$ cat src/rtl/cms_pkg.sv
// cms_pkg: command codes, FSM state encoding and timing defaults shared by the responder.
package cms_pkg;
  localparam int T_SETUP_DEF = 4;
  localparam int T_VALID_DEF = 4;
  localparam int T_HOLD_DEF = 4;
  localparam int T_GAP_DEF = 2;
  localparam logic [7:0] DEVICE_ID_DEF = 8'hA5;
  typedef enum logic [2:0] {
    CMD_READ_FIFO = 3'd1,
    CMD_STATUS = 3'd2,
    CMD_ID = 3'd3
  } cmd_e;
  typedef enum logic [2:0] {S_IDLE, S_SETUP, S_VALID, S_HOLD, S_GAP, S_MUTE} state_e;
  function automatic logic cmd_supported(input logic [2:0] c);
    return c == CMD_READ_FIFO || c == CMD_STATUS || c == CMD_ID;
  endfunction
endpackage

$ cat src/rtl/cms_byte_fifo.sv
// cms_byte_fifo: synchronous 16x8 FIFO; writes while full and reads while empty are ignored.
module cms_byte_fifo (
  input  logic       clk,
  input  logic       rst,
  input  logic       wr_en,
  input  logic [7:0] wr_data,
  input  logic       rd_en,
  output logic [7:0] head,
  output logic       full,
  output logic       empty,
  output logic [4:0] count
);
  logic [7:0] mem [16];
  logic [3:0] wptr, rptr;
  logic push, pop;
  assign full = count == 5'd16;
  assign empty = count == 5'd0;
  assign push = wr_en && !full;
  assign pop = rd_en && !empty;
  assign head = mem[rptr];
  always_ff @(posedge clk) if (push) mem[wptr] <= wr_data;
  always_ff @(posedge clk) begin
    if (rst) begin
      wptr <= '0;
      rptr <= '0;
      count <= '0;
    end else begin
      wptr <= wptr + 4'(push);
      rptr <= rptr + 4'(pop);
      count <= count + 5'(push) - 5'(pop);
    end
  end
endmodule

$ cat src/rtl/cms_data_responder.sv
// cms_data_responder: chip-select driven byte responder serving FIFO data, status or a device ID.
module cms_data_responder
  import cms_pkg::*;
#(
  parameter int T_SETUP = T_SETUP_DEF,
  parameter int T_VALID = T_VALID_DEF,
  parameter int T_HOLD = T_HOLD_DEF,
  parameter int T_GAP = T_GAP_DEF,
  parameter logic [7:0] DEVICE_ID = DEVICE_ID_DEF
) (
  input  logic        clk,
  input  logic        rst,
  input  logic        cs_i,
  input  logic [2:0]  cmd_code_i,
  output logic        data_valid_o,
  output logic [7:0]  data_o,
  input  logic        wr_en_i,
  input  logic [7:0]  wr_data_i,
  input  logic        clr_i,
  output logic [4:0]  fifo_count_o,
  output logic        overflow_o,
  output logic        underflow_o,
  output logic [15:0] tx_count_o
);
  localparam logic [7:0] SETUP_LOAD = 8'(T_SETUP - 2);
  localparam logic [7:0] SETUP_END = 8'(T_SETUP - 1);
  localparam logic [7:0] VALID_END = 8'(T_VALID - 1);
  localparam logic [7:0] HOLD_END = 8'(T_HOLD - 1);
  localparam logic [7:0] GAP_END = 8'(T_GAP - 1);
  state_e state, state_n;
  logic [7:0] cnt, cnt_n, data_n, head, sel_byte;
  logic [2:0] cmd, cmd_n;
  logic valid_n, src, src_n, sel_src, load, pop, done, full, empty, udf_set;
  cms_byte_fifo u_fifo (
    .clk(clk), .rst(rst), .wr_en(wr_en_i), .wr_data(wr_data_i), .rd_en(pop),
    .head(head), .full(full), .empty(empty), .count(fifo_count_o)
  );
  // src remembers whether the byte on data_o came from the FIFO, so only real FIFO bytes get popped
  assign sel_src = cmd == CMD_READ_FIFO && !empty;
  assign sel_byte = cmd == CMD_READ_FIFO ? (empty ? 8'hFF : head) :
                    cmd == CMD_STATUS ? {underflow_o, overflow_o, 1'b0, fifo_count_o} : DEVICE_ID;
  assign udf_set = load && cmd == CMD_READ_FIFO && empty;
  always_comb begin
    state_n = state;
    cnt_n = cnt + 8'd1;
    cmd_n = cmd;
    valid_n = 1'b0;
    load = 1'b0;
    pop = 1'b0;
    done = 1'b0;
    if (state == S_IDLE) begin
      cnt_n = '0;
      if (!cs_i) begin
        cmd_n = cmd_code_i;
        state_n = cmd_supported(cmd_code_i) ? S_SETUP : S_MUTE;
      end
    end else if (cs_i) begin
      state_n = S_IDLE;
      cnt_n = '0;
    end else begin
      case (state)
        S_SETUP: begin
          load = cnt == SETUP_LOAD;
          valid_n = cnt == SETUP_END;
          state_n = cnt == SETUP_END ? S_VALID : S_SETUP;
        end
        S_VALID: begin
          valid_n = cnt != VALID_END;
          state_n = cnt == VALID_END ? S_HOLD : S_VALID;
        end
        S_HOLD: begin
          done = cnt == HOLD_END;
          pop = done && src;
          state_n = done ? S_GAP : S_HOLD;
        end
        S_GAP: begin
          load = cnt == GAP_END;
          valid_n = load;
          state_n = load ? S_VALID : S_GAP;
        end
        default: cnt_n = '0;
      endcase
      cnt_n = state_n != state ? 8'd0 : cnt_n;
    end
    data_n = load ? sel_byte : data_o;
    src_n = load ? sel_src : src;
  end
  always_ff @(posedge clk) begin
    if (rst) begin
      state <= S_IDLE;
      cnt <= '0;
      cmd <= '0;
      src <= 1'b0;
      data_valid_o <= 1'b0;
      data_o <= '0;
      overflow_o <= 1'b0;
      underflow_o <= 1'b0;
      tx_count_o <= '0;
    end else begin
      state <= state_n;
      cnt <= cnt_n;
      cmd <= cmd_n;
      src <= src_n;
      data_valid_o <= valid_n;
      data_o <= data_n;
      overflow_o <= (wr_en_i && full) || (overflow_o && !clr_i);
      underflow_o <= udf_set || (underflow_o && !clr_i);
      tx_count_o <= (clr_i ? 16'd0 : tx_count_o) + 16'(done);
    end
  end
endmodule

$ cat config.mk
export PLATFORM = sky130hd
export DESIGN_NAME = cms_data_responder
export DESIGN_NICKNAME = d
export VERILOG_FILES = /design/src/rtl/cms_pkg.sv /design/src/rtl/cms_byte_fifo.sv /design/src/rtl/cms_data_responder.sv
export SDC_FILE = /design/constraint.sdc
export NUM_CORES = 1
export LEC_CHECK = 0
export ABC_AREA = 1
export CAP_MARGIN = 20
export CELL_PAD_IN_SITES_DETAIL_PLACEMENT = 1
export CELL_PAD_IN_SITES_GLOBAL_PLACEMENT = 1
export CORE_MARGIN = 3
export CORE_UTILIZATION = 43
export CTS_CLUSTER_SIZE = 10
export DETAILED_ROUTE_END_ITERATION = 10
export GPL_ROUTABILITY_DRIVEN = 0
export PLACE_DENSITY_LB_ADDON = 0.08
export SYNTH_ARGS = -nofsm -noshare
export SYNTH_HDL_FRONTEND = slang
export SYNTH_SLANG_ARGS = --single-unit
$ cat constraint.sdc
create_clock -name clk -period 5.4 [get_ports clk]
set_input_delay 0.54 -clock clk [delete_from_list [all_inputs] [get_ports clk]]
set_output_delay 0.54 -clock clk [all_outputs]
set_load 0.05 [all_outputs]
# Yosys cells after proc, flatten, opt, wreduce, memory -nomap -nowiden
# Memory sizes are Yosys's and may differ from the RTL's. A register that Yosys moved wholly into a read port is not among the register bits.
# Cells that the tools add are included.
[totals] in_bits=16 reg_bits=55 word_cells=87 ram_bits=128 memories=1
[memory_table] memory="u_fifo.mem" depth=16 width=8 rd=1 rd_clocked_by_memory_dff=1 wr=1 line_no="cms_byte_fifo.sv:13" source="logic [7:0] mem [16];"
[classes] bitwise=2 n_eq_ne=16 n_addsub=6 mux=28 reduce_logical=22
[op_table] op="$mux W3" n=8
[op_table] op="$mux W8" n=3
[op_table] op="$add A16 B1 Y16" n=1
[op_table] op="$eq A8 B2 Y1 const B" n=2
[op_table] op="$mux W16" n=1
[op_table] op="$eq A3 B2 Y1 const B" n=5
[op_table] op="$pmux W3 S4" n=1
[op_table] op="$mux W1" n=11
[op_table] op="$eq A3 B1 Y1 const B" n=3
[op_table] op="$logic_and A1 B1 Y1" n=9
[op_table] op="$add A4 B1 Y4" n=2
[op_table] op="$add A8 B1 Y8 const B" n=1
[op_table] op="$eq A8 B1 Y1 const B" n=1
[op_table] op="$ne A8 B2 Y1 const B" n=1
[op_table] op="$add A5 B1 Y5" n=1
[op_table] op="$eq A5 B5 Y1 const B" n=1
[op_table] op="$logic_not A5 Y1" n=1
[op_table] op="$reduce_or A5 Y1" n=1
[op_table] op="$sub A5 B1 Y5" n=1
[op_table] op="$logic_or A1 B1 Y1" n=4
[op_table] op="$mux W4" n=1
[op_table] op="$reduce_or A4 Y1" n=1
[op_table] op="$eq A3 B3 Y1 const B" n=1
[op_table] op="$logic_not A1 Y1" n=3
[op_table] op="other kinds (9)" n=10

# Longest topological paths before layout
# Gate-level depths: netlist of run 1.
[depth] word_depth=8 ltp_mapped=16

# Modules after synthesis
# From an unflattened synthesis of run 1, not the netlist that was laid out.
[hier_totals] hier_cells=976 hier_area_um2=8649.5
[modules_own_cells] module="cms_byte_fifo" area_each_um2=6278.5 seq_area_each_um2=4103.9 instances=1 cells_per_inst=628
[modules_own_cells] module="cms_data_responder" area_each_um2=2371.0 seq_area_each_um2=840.8 instances=1 cells_per_inst=348

# Worst setup path after synthesis of run 1
# OpenSTA, ideal clock, no wires.
[synth_path] path_kind="reg-to-reg" from="register u_fifo.count[3]" to="register u_fifo.count[4]" setup_time_ps=70 path_stages_with_launch=13 t_arrival_ps=2614 setup_slack_ps=2716 cell_sequence="dfxtp_1 -> inv_1 -> ha_1 -> nand4_1 -> and3_1 -> ha_1 -> inv_1 -> ha_1 -> inv_1 -> fa_1 -> o31ai_1 -> o21ai_0 -> a21oi_1"
[synth_via] elab_chain_len=5 elab_cells_between_ends=8
[synth_lines] element="start: declaration" line_no="cms_byte_fifo.sv:11" source="output logic [4:0] count"
[synth_lines] element="start signal: assignment" line_no="cms_byte_fifo.sv:30" source="count <= count + 5'(push) - 5'(pop);"
[synth_lines] element="$eq A5 B5 Y1" line_no="cms_byte_fifo.sv:16" source="assign full = count == 5'd16;"
[synth_lines] element="$logic_not A1 Y1" line_no="cms_byte_fifo.sv:18" source="assign push = wr_en && !full;"
[synth_lines] element="$logic_and A1 B1 Y1" line_no="cms_byte_fifo.sv:18"
[synth_lines] element="$add A5 B1 Y5" line_no="cms_byte_fifo.sv:30"
[synth_lines] element="$sub A5 B1 Y5 (*)" line_no="cms_byte_fifo.sv:30"
# Mark *: on every way between the ends. The rest lies on a longest branch, timed or not.
# A chain may end at the register's enable or synchronous reset.

# Final worst setup path of run 1
[layout_path] from="register cnt[0]" to="register u_fifo.count[4]"
[layout_via] elab_chain_len=7
[layout_lines] element="start: declaration" line_no="cms_data_responder.sv:31" source="logic [7:0] cnt, cnt_n, data_n, head, sel_byte;"
[layout_lines] element="start signal: assignment" line_no="cms_data_responder.sv:101" source="cnt <= cnt_n;"
[layout_lines] element="$eq A8 B2 Y1" line_no="cms_data_responder.sv:72" source="done = cnt == HOLD_END;"
[layout_lines] element="$logic_and A1 B1 Y1" line_no="cms_data_responder.sv:73" source="pop = done && src;"
[layout_lines] element="$mux W1" line_no="cms_data_responder.sv:61" source="case (state)"
[layout_lines] element="$mux W1" line_no="cms_data_responder.sv:57" source="end else if (cs_i) begin"
[layout_lines] element="$mux W1" line_no="cms_data_responder.sv:51" source="if (state == S_IDLE) begin"
[layout_lines] element="$logic_and A1 B1 Y1" line_no="cms_byte_fifo.sv:19" source="assign pop = rd_en && !empty;"
[layout_lines] element="$sub A5 B1 Y5" line_no="cms_byte_fifo.sv:30"
# Every way passes these cells.

==> impl_metrics.xml, run 1 <==
<?xml version="1.0" encoding="UTF-8"?>
<metrics>
  <group name="sta">
    <metric name="post-route-period-util" unit="%">56.9</metric>
    <metric name="post-route-min-period" unit="ns">3.07</metric>
    <metric name="rsz0062_at_grt" unit="">no</metric>
    <metric name="setup-tns-final" unit="ns">0</metric>
    <metric name="final_max_slew_viol_count" unit="">0</metric>
    <metric name="timing_worst_slew_pin_value" unit="ns">1.05</metric>
    <metric name="setup_viol" unit="">0</metric>
    <metric name="worst_clock_skew" unit="ns">0.00916</metric>
    <metric name="hold_violations" unit="">0</metric>
    <metric name="setup_slack" unit="ns">2.33</metric>
    <metric name="maxSlewHeadroom" unit="%">29.4</metric>
    <metric name="achievable-frequency" unit="MHz">326</metric>
  </group>
  <group name="power">
    <metric name="power_switching" unit="W">0.000830</metric>
    <metric name="power_per_cell_area" unit="nW/um2">343</metric>
    <metric name="vdd_ir_drop_max" unit="V">0.000242</metric>
    <metric name="power_frac_seq" unit="%">49.0</metric>
    <metric name="cell_internal_pwr" unit="W">0.00240</metric>
    <metric name="power_switching_share" unit="%">25.7</metric>
    <metric name="reported_leakage_power" unit="nW">3.60</metric>
    <metric name="power" unit="W">0.00323</metric>
    <metric name="comb_power_share" unit="%">10.5</metric>
    <metric name="power.share.clock" unit="%">40.4</metric>
  </group>
  <group name="grt">
    <metric name="first_global_vias" unit="">6204</metric>
    <metric name="grt-ovfl-total" unit="">0</metric>
    <metric name="antenna_violations_before_repair" unit="">0</metric>
    <metric name="grt_max_degree" unit="">59</metric>
    <metric name="globalRouteTotalUtil" unit="%">21.1</metric>
    <metric name="global_route_wire_length_before_repair" unit="um">33300</metric>
  </group>
  <group name="critical_path">
    <metric name="critical_path_required" unit="ns">5.76</metric>
    <metric name="timing.critical_path.fanout_max" unit="">6</metric>
    <metric name="crit_path_end_kind" unit="">flop</metric>
    <metric name="critPathLaunchType" unit="">flop</metric>
    <metric name="worstSetupPathType" unit="">flop to flop</metric>
    <metric name="crit_arrival" unit="ns">3.43</metric>
  </group>
  <group name="logic_synthesis">
    <metric name="synth_compound_area_share" unit="%">6.21</metric>
    <metric name="yosys.area.top_type" unit="">sky130_fd_sc_hd__edfxtp_1</metric>
    <metric name="synth_most_common_cell" unit="">sky130_fd_sc_hd__nand2_1</metric>
    <metric name="postSynthRegisterBits" unit="">183</metric>
    <metric name="synth_xor_xnor_area_share" unit="%">0.748</metric>
    <metric name="dominant_combinational_cell_family_by_area_after_synthesis" unit="">simple AND/OR/NAND/NOR gates</metric>
    <metric name="synth_edf_count" unit="">128</metric>
    <metric name="ys_top_cells_by_area" unit="">sky130_fd_sc_hd__edfxtp_1, sky130_fd_sc_hd__dfxtp_1, sky130_fd_sc_hd__nand2_1</metric>
    <metric name="post_synth.cell_area_avg" unit="um2">9.42</metric>
    <metric name="synthCells" unit="">870</metric>
    <metric name="synthesis.yosys.warnings" unit="">0</metric>
    <metric name="synth.cell_area" unit="um2">8190</metric>
    <metric name="synthesis.nets" unit="">902</metric>
    <metric name="post_synth_top_area_share" unit="%">46.9</metric>
    <metric name="synth_simple_gate_area_share" unit="%">22.9</metric>
    <metric name="dominantRegCellSynth" unit="">sky130_fd_sc_hd__edfxtp_1</metric>
    <metric name="ys_async_sr_fraction" unit="%">0</metric>
    <metric name="yosysSeqAreaShare" unit="%">60.3</metric>
    <metric name="yosysUniqueCellTypes" unit="">41</metric>
    <metric name="synth_adder_area_share" unit="%">2.53</metric>
    <metric name="post_synth_mux_area_share" unit="%">0</metric>
    <metric name="netlist_top_cells_count" unit="">sky130_fd_sc_hd__nand2_1, sky130_fd_sc_hd__edfxtp_1, sky130_fd_sc_hd__nor2_1</metric>
  </group>
  <group name="final_layout">
    <metric name="antenna_cells_inserted" unit="">0</metric>
    <metric name="layout_net_count" unit="">939</metric>
    <metric name="num-fill-cells" unit="">2071</metric>
    <metric name="multi_input_area" unit="um2">2650</metric>
    <metric name="syn_to_final_growth" unit="%">14.7</metric>
    <metric name="sequential_cell_area" unit="um2">4950</metric>
    <metric name="layoutNonFillerInstCount" unit="">1149</metric>
    <metric name="drive_gt1_share" unit="%">7.83</metric>
  </group>
  <group name="floorplanning">
    <metric name="start_util" unit="%">44.7</metric>
    <metric name="pin_count" unit="">48</metric>
    <metric name="fp.dieW" unit="um">144</metric>
    <metric name="fp.dieH" unit="um">144</metric>
    <metric name="num_rows" unit="">49</metric>
    <metric name="die-area" unit="um2">20700</metric>
    <metric name="coreArea" unit="um2">18300</metric>
  </group>
  <group name="placement">
    <metric name="place_hpwl" unit="um">13900</metric>
    <metric name="port-buffer-count" unit="">47</metric>
    <metric name="post-place-ws" unit="ns">2.10</metric>
    <metric name="place.detailed.instances" unit="">1117</metric>
  </group>
  <group name="clock_network">
    <metric name="tritoncts_num_sinks" unit="">183</metric>
    <metric name="htree_levels" unit="">4</metric>
    <metric name="clk_latency" unit="ns">0.42</metric>
    <metric name="postCtsSetupRepairBufs" unit="">0</metric>
    <metric name="clock_tree.buffer_depth" unit="">2</metric>
    <metric name="total_clock_buffers_created_by_cts" unit="">17</metric>
    <metric name="cts_hold_repair.buffers" unit="">0</metric>
    <metric name="root_buffer" unit="">sky130_fd_sc_hd__clkbuf_16</metric>
    <metric name="postCtsResizedCells" unit="">0</metric>
    <metric name="clk_pin_slew" unit="ns">0.07</metric>
    <metric name="clock_tree_from_tritoncts" unit="">built</metric>
  </group>
  <group name="drt">
    <metric name="finalWirelength" unit="um">20800</metric>
    <metric name="first_pass_iters" unit="">5</metric>
    <metric name="post_drt_via_cell_ratio" unit="">5.22</metric>
    <metric name="route.antenna.remaining_nets" unit="">0</metric>
    <metric name="wl_per_cell" unit="um">18.1</metric>
    <metric name="drt_drc_violations_left" unit="">0</metric>
    <metric name="via_count" unit="">5996</metric>
    <metric name="drt_iter0_markers" unit="">453</metric>
  </group>
  <group name="job">
    <metric name="max_cap_viol_count" unit="">0</metric>
  </group>
  <group name="status">
    <metric name="result_of_the_run" unit="">complete, no violations</metric>
  </group>
  <group name="worst_hold_path">
    <metric name="hold_path_class" unit="">flop to flop</metric>
  </group>
</metrics>
-- power by group through the flow --
stage,sequential (W),clock [W],combinational (W)
after floorplan,0.00165,0,0.000177
after global placement,0.00161,0,0.000330
after detailed placement,0.00161,0,0.000341
after CTS,0.00158,0.00133,0.000345
after global routing,0.00159,0.00140,0.000381
final,0.00158,0.00131,0.000340
-- stage by stage --
step                      hold WS, ns  area (um2)  util, %
after global routing            0.501        9400     51.3
after global placement          0.451        8790     47.9
after floorplan                 0.439        8190        -
after detailed placement        0.457        8790     47.9
after CTS                       0.468        9400     51.3
final                           0.463        9400     51.3
-- critical path: stages, from the launching register on --
cell and delay, ns:
sky130_fd_sc_hd__dfxtp_1 0.40, sky130_fd_sc_hd__ha_1 0.21, sky130_fd_sc_hd__nand2_1 0.06, sky130_fd_sc_hd__nor2_1 0.32, sky130_fd_sc_hd__nand2_1 0.12, sky130_fd_sc_hd__nor2_1 0.19
sky130_fd_sc_hd__and3_1 0.22, sky130_fd_sc_hd__ha_1 0.24, sky130_fd_sc_hd__inv_1 0.06, sky130_fd_sc_hd__ha_1 0.17, sky130_fd_sc_hd__inv_1 0.06, sky130_fd_sc_hd__fa_1 0.40
sky130_fd_sc_hd__o31ai_1 0.31, sky130_fd_sc_hd__o21ai_0 0.11, sky130_fd_sc_hd__a21oi_1 0.14
-- cell type report --
cell class / count / share of cell area, %
clock buffer: 17 / 4.52
tap: 229 / 3.05
timing repair buffer: 50 / 5.24
clock inverter: 15 / 2.00
multi-input combinational: 546 / 28.2
inverter: 109 / 4.35
sequential: 183 / 52.6
-- kinds of logic (layout without fill, tap and decap cells) --
kind of cell    after synthesis  count (layout)
simple gates                430             430
flops                       183             183
buf+inv                     141             191
compound gates               93              93
fa+ha+maj                    16              16
xor+xnor                      7               7
-- placed cells by master (no fill, tap or decap), types with 2 or more instances in the layout --
cell type / synthesis / layout
sky130_fd_sc_hd__nand4_1: 5 / 5
sky130_fd_sc_hd__o211ai_1: 8 / 8
sky130_fd_sc_hd__nor2_1: 116 / 116
sky130_fd_sc_hd__nor3_1: 9 / 9
sky130_fd_sc_hd__xnor2_1: 2 / 2
sky130_fd_sc_hd__nor2_2: 9 / 9
sky130_fd_sc_hd__inv_1: 101 / 101
sky130_fd_sc_hd__bufinv_16: 0 / 3
sky130_fd_sc_hd__xor2_1: 5 / 5
sky130_fd_sc_hd__inv_2: 7 / 7
sky130_fd_sc_hd__buf_4: 5 / 3
sky130_fd_sc_hd__nand2_4: 2 / 2
sky130_fd_sc_hd__edfxtp_1: 128 / 128
sky130_fd_sc_hd__and3_1: 2 / 2
sky130_fd_sc_hd__dfxtp_1: 55 / 54
sky130_fd_sc_hd__clkbuf_16: 0 / 17
sky130_fd_sc_hd__nand2_2: 4 / 4
sky130_fd_sc_hd__ha_1: 15 / 15
sky130_fd_sc_hd__o21ai_0: 45 / 45
sky130_fd_sc_hd__nor2_4: 2 / 2
sky130_fd_sc_hd__nand3_1: 81 / 81
sky130_fd_sc_hd__a211oi_1: 2 / 2
sky130_fd_sc_hd__clkinv_4: 0 / 2
sky130_fd_sc_hd__clkinv_1: 1 / 2
sky130_fd_sc_hd__a21oi_1: 31 / 31
sky130_fd_sc_hd__nand2_1: 189 / 189
sky130_fd_sc_hd__a21oi_2: 3 / 3
sky130_fd_sc_hd__nor3_2: 4 / 4
sky130_fd_sc_hd__clkdlybuf4s50_1: 0 / 47
sky130_fd_sc_hd__inv_6: 0 / 6
-- registers in the layout, indices dropped and copies added, names as in the netlist, 3 cells and up --
signal	count
state	3
tx_count_o	16
u_fifo.mem	128
u_fifo.rptr	4
data_o	8
u_fifo.count	5
cnt	8
cmd	3
u_fifo.wptr	4
-- final timing paths --
path / start / end / slack [ns] / cells past startpoint
worst max-delay path: cnt[0] / u_fifo.count[4] / 2.33 / 14
worst min-delay path: tx_count_o[4] / tx_count_o[4] / 0.46 / 1
worst max register to register: cnt[0] / u_fifo.count[4] / 2.33 / 14
worst min register to register: tx_count_o[4] / tx_count_o[4] / 0.46 / 1
-- per-layer routing --
layer | vias up | part of all wire, % | GRT usage [%]
met4 | 0 | 0.90 | 4.81
li1 | 2932 | - | -
met2 | 87 | 51 | 36.1
met3 | 12 | 2.6 | 3.51
met1 | 2965 | 46 | 28.2
met5 | - | 0 | 0
Note: power is estimated with default switching activity, not from simulation.
==> run 2: changes to the inputs <==
Settings changed: CORE_UTILIZATION 43 to 42.
Clock period 5.4 ns to 2.5 ns, I/O delays scaled along.
==> run 2 against run 1 <==
- worst setup slack got worse by 2.2 ns
- cell count up 7.6%
- core utilization grew 1.2 points
- hold slack got worse by 0.016 ns
- wire length increased by 3.2%
- clock power is 95% higher
- highest routed layer unchanged
- global-route usage down 0.38 points
- sequential power increased by 120%
==> impl_metrics.xml, run 2 (same netlist as run 1, synthesis figures left out) <==
<?xml version="1.0" encoding="UTF-8"?>
<metrics>
  <group name="sta">
    <metric name="post-route-period-util" unit="%">95.1</metric>
    <metric name="maxSlewHeadroom" unit="%">45.8</metric>
    <metric name="setup_viol" unit="">0</metric>
    <metric name="rsz0062_at_grt" unit="">yes</metric>
    <metric name="worst_clock_skew" unit="ns">0.00733</metric>
    <metric name="timing_worst_slew_pin_value" unit="ns">0.812</metric>
    <metric name="timing.hold.ws" unit="ns">0.447</metric>
    <metric name="achievable-frequency" unit="MHz">421</metric>
    <metric name="hold_violations" unit="">0</metric>
    <metric name="post-route-min-period" unit="ns">2.38</metric>
    <metric name="final_max_slew_viol_count" unit="">0</metric>
  </group>
  <group name="floorplanning">
    <metric name="num_rows" unit="">50</metric>
    <metric name="fp.dieH" unit="um">146</metric>
    <metric name="die-area" unit="um2">21200</metric>
    <metric name="coreArea" unit="um2">19000</metric>
    <metric name="pin_count" unit="">48</metric>
    <metric name="fp.dieW" unit="um">146</metric>
    <metric name="start_util" unit="%">43.2</metric>
  </group>
  <group name="critical_path">
    <metric name="critical_path_required" unit="ns">2.80</metric>
    <metric name="crit_path_end_kind" unit="">flop</metric>
    <metric name="critPathLaunch" unit="">state[1]</metric>
    <metric name="crit_arrival" unit="ns">2.68</metric>
    <metric name="r2r_start" unit="">state[1]</metric>
    <metric name="critPathLaunchType" unit="">flop</metric>
    <metric name="timing.critical_path.fanout_max" unit="">5</metric>
    <metric name="worstSetupPathType" unit="">flop to flop</metric>
  </group>
  <group name="grt">
    <metric name="globalRouteTotalUtil" unit="%">20.7</metric>
    <metric name="first_global_vias" unit="">6634</metric>
    <metric name="antenna_violations_before_repair" unit="">0</metric>
    <metric name="global_route_wire_length_before_repair" unit="um">34800</metric>
    <metric name="grt_max_degree" unit="">72</metric>
    <metric name="grt-ovfl-total" unit="">0</metric>
  </group>
  <group name="placement">
    <metric name="port-buffer-count" unit="">47</metric>
    <metric name="place_hpwl" unit="um">14600</metric>
    <metric name="place.detailed.instances" unit="">1191</metric>
  </group>
  <group name="worst_hold_path">
    <metric name="hold_path_class" unit="">input pin to flop</metric>
    <metric name="min_from" unit="">cmd_code_i[2]</metric>
  </group>
  <group name="final_layout">
    <metric name="syn_to_final_growth" unit="%">21.5</metric>
    <metric name="antenna_cells_inserted" unit="">0</metric>
    <metric name="layout_net_count" unit="">995</metric>
    <metric name="num-fill-cells" unit="">2176</metric>
    <metric name="most-common-layout-cells" unit="">sky130_fd_sc_hd__nand2_1, sky130_fd_sc_hd__edfxtp_1, sky130_fd_sc_hd__nor2_1</metric>
    <metric name="layoutNonFillerInstCount" unit="">1236</metric>
    <metric name="most_common_cell_after_layout_fill_and_taps_aside" unit="">sky130_fd_sc_hd__nand2_1</metric>
    <metric name="largest_reg_flops" unit="">128</metric>
    <metric name="drive_gt1_share" unit="%">15.9</metric>
    <metric name="regMostFlops" unit="">u_fifo.mem</metric>
    <metric name="largestRegisters" unit="">u_fifo.mem x128, tx_count_o x16</metric>
  </group>
  <group name="power">
    <metric name="power_per_cell_area" unit="nW/um2">688</metric>
    <metric name="vdd_ir_drop_max" unit="V">0.000447</metric>
    <metric name="power_frac_seq" unit="%">49.9</metric>
    <metric name="cell_internal_pwr" unit="W">0.00505</metric>
    <metric name="reported_leakage_power" unit="nW">3.87</metric>
    <metric name="power_switching_share" unit="%">26.4</metric>
    <metric name="power_switching" unit="W">0.00181</metric>
    <metric name="power.share.clock" unit="%">37.1</metric>
    <metric name="comb_power_share" unit="%">12.9</metric>
  </group>
  <group name="drt">
    <metric name="finalWirelength" unit="um">21500</metric>
    <metric name="first_pass_iters" unit="">4</metric>
    <metric name="via_count" unit="">6222</metric>
    <metric name="wl_per_cell" unit="um">17.4</metric>
    <metric name="drt_iter0_markers" unit="">346</metric>
    <metric name="drt_drc_violations_left" unit="">0</metric>
    <metric name="post_drt_via_cell_ratio" unit="">5.03</metric>
    <metric name="route.antenna.remaining_nets" unit="">0</metric>
  </group>
  <group name="clock_network">
    <metric name="total_clock_buffers_created_by_cts" unit="">17</metric>
    <metric name="clock_tree_from_tritoncts" unit="">built</metric>
    <metric name="htree_levels" unit="">4</metric>
    <metric name="clk_latency" unit="ns">0.43</metric>
    <metric name="root_buffer" unit="">sky130_fd_sc_hd__clkbuf_16</metric>
    <metric name="tritoncts_num_sinks" unit="">183</metric>
    <metric name="clk_pin_slew" unit="ns">0.07</metric>
    <metric name="clock_tree.buffer_depth" unit="">2</metric>
  </group>
  <group name="status">
    <metric name="result_of_the_run" unit="">complete, no violations</metric>
  </group>
  <group name="job">
    <metric name="max_cap_viol_count" unit="">0</metric>
  </group>
</metrics>
run 2: cell count changes in the layout (fill, tap and decap cells not counted), moves of 3 or more:
cell,delta
sky130_fd_sc_hd__buf_4,+54
sky130_fd_sc_hd__dfxtp_1,-8
sky130_fd_sc_hd__dfxtp_2,+8
sky130_fd_sc_hd__ha_1,-5
sky130_fd_sc_hd__ha_4,+4
sky130_fd_sc_hd__nand2_1,-4
sky130_fd_sc_hd__nand2_2,+4
sky130_fd_sc_hd__nor2_1,-5
sky130_fd_sc_hd__nor2_4,+3
run 2: final timing paths:
check / endpoint / slack (ns) / cells after the start
min reg2reg: tx_count_o[4] / 0.47 / 1
max: u_fifo.count[2] / 0.12 / 13
max reg2reg: u_fifo.count[2] / 0.12 / 13
min: cmd[2] / 0.45 / 3
run 2: final cells by class:
cell class / count / area (um2) / area share, %
inverter: 109 / 412 / 4.13
clock inverter: 15 / 128 / 1.28
timing repair buffer: 106 / 938 / 9.43
clock buffer: 17 / 425 / 4.27
tap: 260 / 325 / 3.27
multi-input combinational: 546 / 2770 / 27.8
sequential: 183 / 4960 / 49.8
run 2: repair_timing:
| action | in CTS | in global routing |
|---|---|---|
| endpoints found under the setup margin | 1 | 12 |
| hold buffers | 0 | 0 |
| buffers inserted | 11 | 2 |
| gates resized for setup | 22 | 12 |
| pin swaps | 9 | 9 |
run 2: worst max-delay path, cell delays in order (launching register included):
cell and delay [ns]:
sky130_fd_sc_hd__dfxtp_1 0.33, sky130_fd_sc_hd__inv_1 0.11, sky130_fd_sc_hd__a21oi_2 0.17, sky130_fd_sc_hd__inv_1 0.11, sky130_fd_sc_hd__nor2_4 0.15, sky130_fd_sc_hd__and3_4 0.20
sky130_fd_sc_hd__ha_4 0.20, sky130_fd_sc_hd__inv_4 0.06, sky130_fd_sc_hd__ha_4 0.13, sky130_fd_sc_hd__inv_2 0.04, sky130_fd_sc_hd__fa_2 0.38, sky130_fd_sc_hd__buf_4 0.15
sky130_fd_sc_hd__o21ai_0 0.16, sky130_fd_sc_hd__a21oi_1 0.07
run 2: stage by stage:
| step | setup slack (ns) | setup TNS, ns | total power (W) | util [%] | area, um2 |
|---|---|---|---|---|---|
| 2_1_floorplan | 0.0126 | 0 | 0.00395 | - | 8200 |
| 3_3_place_gp | -0.247 | -0.252 | 0.00424 | 48.4 | 9180 |
| 3_5_place_dp | -0.373 | -0.595 | 0.00430 | 48.4 | 9180 |
| 4_1_cts | -0.00924 | -0.00924 | 0.00690 | 52.2 | 9890 |
| 5_1_grt | -0.0580 | -0.0907 | 0.00714 | 52.5 | 9960 |
| 6_report | 0.123 | 0 | 0.00685 | 52.5 | 9960 |
run 2: power by group through the flow:
stage,Sequential (W),Clock [W],Combinational [W]
after global routing,0.00343,0.00272,0.000991
after CTS,0.00342,0.00260,0.000880
after global placement,0.00348,0,0.000766
after floorplan,0.00357,0,0.000382
final,0.00342,0.00255,0.000887
after detailed placement,0.00349,0,0.000813
run 2: routing by layer:
metal	vias to the layer above	track usage, %	share of wire (%)
met5	-	0	0
met4	0	6.46	1.3
li1	3036	-	-
met2	98	37.1	52
met1	3072	25.9	43
met3	16	2.77	3.1
==> run 3: changes to the inputs <==
Settings changed: GPL_TIMING_DRIVEN from default to 0.
==> run 3 against run 2 <==
- worst setup slack got worse by 0.021 ns
- clock power up 4%
- largest cell class unchanged
- count of clock-buffer cells in the layout is the same
- critical path type unchanged
==> impl_metrics.xml, run 3 (same netlist as run 1, synthesis figures left out) <==
<?xml version="1.0" encoding="UTF-8"?>
<metrics>
  <group name="status">
    <metric name="result_of_the_run" unit="">complete, no violations</metric>
  </group>
  <group name="floorplanning">
    <metric name="fp.dieW" unit="um">146</metric>
    <metric name="pin_count" unit="">48</metric>
    <metric name="num_rows" unit="">50</metric>
    <metric name="coreArea" unit="um2">19000</metric>
    <metric name="die-area" unit="um2">21200</metric>
    <metric name="fp.dieH" unit="um">146</metric>
    <metric name="start_util" unit="%">43.2</metric>
  </group>
  <group name="drt">
    <metric name="wl_per_cell" unit="um">18.7</metric>
    <metric name="drt_drc_violations_left" unit="">0</metric>
    <metric name="finalWirelength" unit="um">22900</metric>
    <metric name="route.antenna.remaining_nets" unit="">0</metric>
    <metric name="drt_iter0_markers" unit="">404</metric>
    <metric name="post_drt_via_cell_ratio" unit="">5.18</metric>
    <metric name="first_pass_iters" unit="">4</metric>
    <metric name="via_count" unit="">6355</metric>
  </group>
  <group name="clock_network">
    <metric name="clk_pin_slew" unit="ns">0.07</metric>
    <metric name="total_clock_buffers_created_by_cts" unit="">17</metric>
    <metric name="tritoncts_num_sinks" unit="">183</metric>
    <metric name="cts_hold_repair.buffers" unit="">0</metric>
    <metric name="clock_tree_from_tritoncts" unit="">built</metric>
    <metric name="root_buffer" unit="">sky130_fd_sc_hd__clkbuf_16</metric>
    <metric name="clock_tree.buffer_depth" unit="">2</metric>
    <metric name="clk_latency" unit="ns">0.44</metric>
    <metric name="htree_levels" unit="">4</metric>
  </group>
  <group name="final_layout">
    <metric name="largest_reg_flops" unit="">128</metric>
    <metric name="layout_net_count" unit="">987</metric>
    <metric name="syn_to_final_growth" unit="%">20.0</metric>
    <metric name="finalCoreUtilization" unit="%">51.9</metric>
    <metric name="drive_gt1_share" unit="%">14.6</metric>
    <metric name="regMostFlops" unit="">u_fifo.mem</metric>
    <metric name="largestRegisters" unit="">u_fifo.mem x128, tx_count_o x16</metric>
    <metric name="antenna_cells_inserted" unit="">0</metric>
    <metric name="num-fill-cells" unit="">2173</metric>
    <metric name="multi_input_area" unit="um2">2770</metric>
    <metric name="most_common_cell_after_layout_fill_and_taps_aside" unit="">sky130_fd_sc_hd__nand2_1</metric>
    <metric name="sequential_cell_area" unit="um2">4960</metric>
    <metric name="most-common-layout-cells" unit="">sky130_fd_sc_hd__nand2_1, sky130_fd_sc_hd__edfxtp_1, sky130_fd_sc_hd__nor2_1</metric>
  </group>
  <group name="sta">
    <metric name="achievable-frequency" unit="MHz">417</metric>
    <metric name="worst_clock_skew" unit="ns">0.0165</metric>
    <metric name="maxSlewHeadroom" unit="%">34.6</metric>
    <metric name="post-route-min-period" unit="ns">2.40</metric>
    <metric name="setup_viol" unit="">0</metric>
    <metric name="hold_violations" unit="">0</metric>
    <metric name="final_max_slew_viol_count" unit="">0</metric>
    <metric name="rsz0062_at_grt" unit="">yes</metric>
    <metric name="setup-tns-final" unit="ns">0</metric>
    <metric name="timing_worst_slew_pin_value" unit="ns">0.977</metric>
    <metric name="post-route-period-util" unit="%">95.9</metric>
  </group>
  <group name="grt">
    <metric name="global_route_wire_length_before_repair" unit="um">36700</metric>
    <metric name="globalRouteTotalUtil" unit="%">22.1</metric>
    <metric name="antenna_violations_before_repair" unit="">0</metric>
    <metric name="grt_max_degree" unit="">17</metric>
    <metric name="use_met3" unit="%">3.77</metric>
    <metric name="gr-usage-met2" unit="%">38.9</metric>
    <metric name="gr-usage-met1" unit="%">28.1</metric>
    <metric name="grt-ovfl-total" unit="">0</metric>
    <metric name="first_global_vias" unit="">6827</metric>
    <metric name="grt_most_used_layer" unit="">met2</metric>
  </group>
  <group name="critical_path">
    <metric name="r2r_start" unit="">cnt[0]</metric>
    <metric name="critPathLaunch" unit="">cnt[0]</metric>
    <metric name="critical_path_required" unit="ns">2.87</metric>
    <metric name="worstSetupPathType" unit="">flop to flop</metric>
    <metric name="critPathLaunchType" unit="">flop</metric>
    <metric name="timing.critical_path.fanout_max" unit="">2</metric>
    <metric name="crit_arrival" unit="ns">2.76</metric>
    <metric name="crit_path_end_kind" unit="">flop</metric>
  </group>
  <group name="placement">
    <metric name="port-buffer-count" unit="">46</metric>
    <metric name="place_hpwl" unit="um">16100</metric>
  </group>
  <group name="power">
    <metric name="power_per_cell_area" unit="nW/um2">705</metric>
    <metric name="vdd_ir_drop_max" unit="V">0.000489</metric>
    <metric name="reported_leakage_power" unit="nW">3.79</metric>
  </group>
  <group name="worst_hold_path">
    <metric name="min_from" unit="">rst</metric>
    <metric name="hold_path_class" unit="">input pin to flop</metric>
  </group>
  <group name="job">
    <metric name="max_cap_viol_count" unit="">0</metric>
  </group>
</metrics>
-- run 3: final timing paths --
check | slack (ns) | cells after the start | endpoint
max | 0.10 | 14 | u_fifo.count[4]
min | 0.31 | 2 | cmd[2]
max reg2reg | 0.10 | 14 | u_fifo.count[4]
min reg2reg | 0.47 | 2 | cmd[1]
-- run 3: what timing repair did --
item / 4_1_cts / 5_1_grt
endpoints found under the setup margin: 8 / 39
hold endpoints to repair: 0 / 0
gates resized for setup: 32 / 7
pin swaps: 11 / 6
setup buffers: 19 / 1
-- run 3: metrics by stage --
step                hold slack, ns  area [um2]  cells  power (W)  setup WS (ns)
finish                       0.311        9840   1228    0.00693          0.102
global route                 0.318        9840   1228    0.00721        -0.0565
CTS                          0.308        9810   1227    0.00694         0.0185
detailed placement           0.455        8990   1176    0.00423         -0.660
global placement             0.453        8990   1176    0.00418         -0.574
floorplan                    0.328        8200    870    0.00395         0.0126
-- run 3: layout make-up --
type                       count  share of cell area, %
sequential                   183                   50.4
multi-input combinational    546                   28.2
timing repair buffer          66                   6.21
clock buffer                  17                   4.33
inverter                     109                   4.16
tap                          260                   3.31
buffer                        32                   1.90
clock inverter                15                   1.51
-- run 3: worst max-delay path: stages, from the launching register on --
cell	delay [ns]
sky130_fd_sc_hd__dfxtp_2	0.35
sky130_fd_sc_hd__ha_4	0.16
sky130_fd_sc_hd__nand2_4	0.06
sky130_fd_sc_hd__nor2_4	0.11
sky130_fd_sc_hd__nand2_2	0.08
sky130_fd_sc_hd__nor2_4	0.10
sky130_fd_sc_hd__and3_4	0.21
sky130_fd_sc_hd__ha_4	0.19
sky130_fd_sc_hd__inv_1	0.06
sky130_fd_sc_hd__ha_2	0.18
sky130_fd_sc_hd__inv_2	0.05
sky130_fd_sc_hd__fa_2	0.36
sky130_fd_sc_hd__o31ai_4	0.21
sky130_fd_sc_hd__o21ai_1	0.08
sky130_fd_sc_hd__a21oi_1	0.13
-- run 3: per-layer routing --
| layer | wire length, um | up-vias |
|---|---|---|
| li1 | - | 3031 |
| met1 | 10200 | 3179 |
| met2 | 11700 | 115 |
| met3 | 691 | 30 |
| met4 | 401 | 0 |
| met5 | 0 | - |
-- run 3: where the power goes --
group / internal (W) / switching (W)
sequential: 0.00336 / 0.0000659
clock: 0.00148 / 0.00119
combinational: 0.000285 / 0.000561
total: 0.00512 / 0.00181
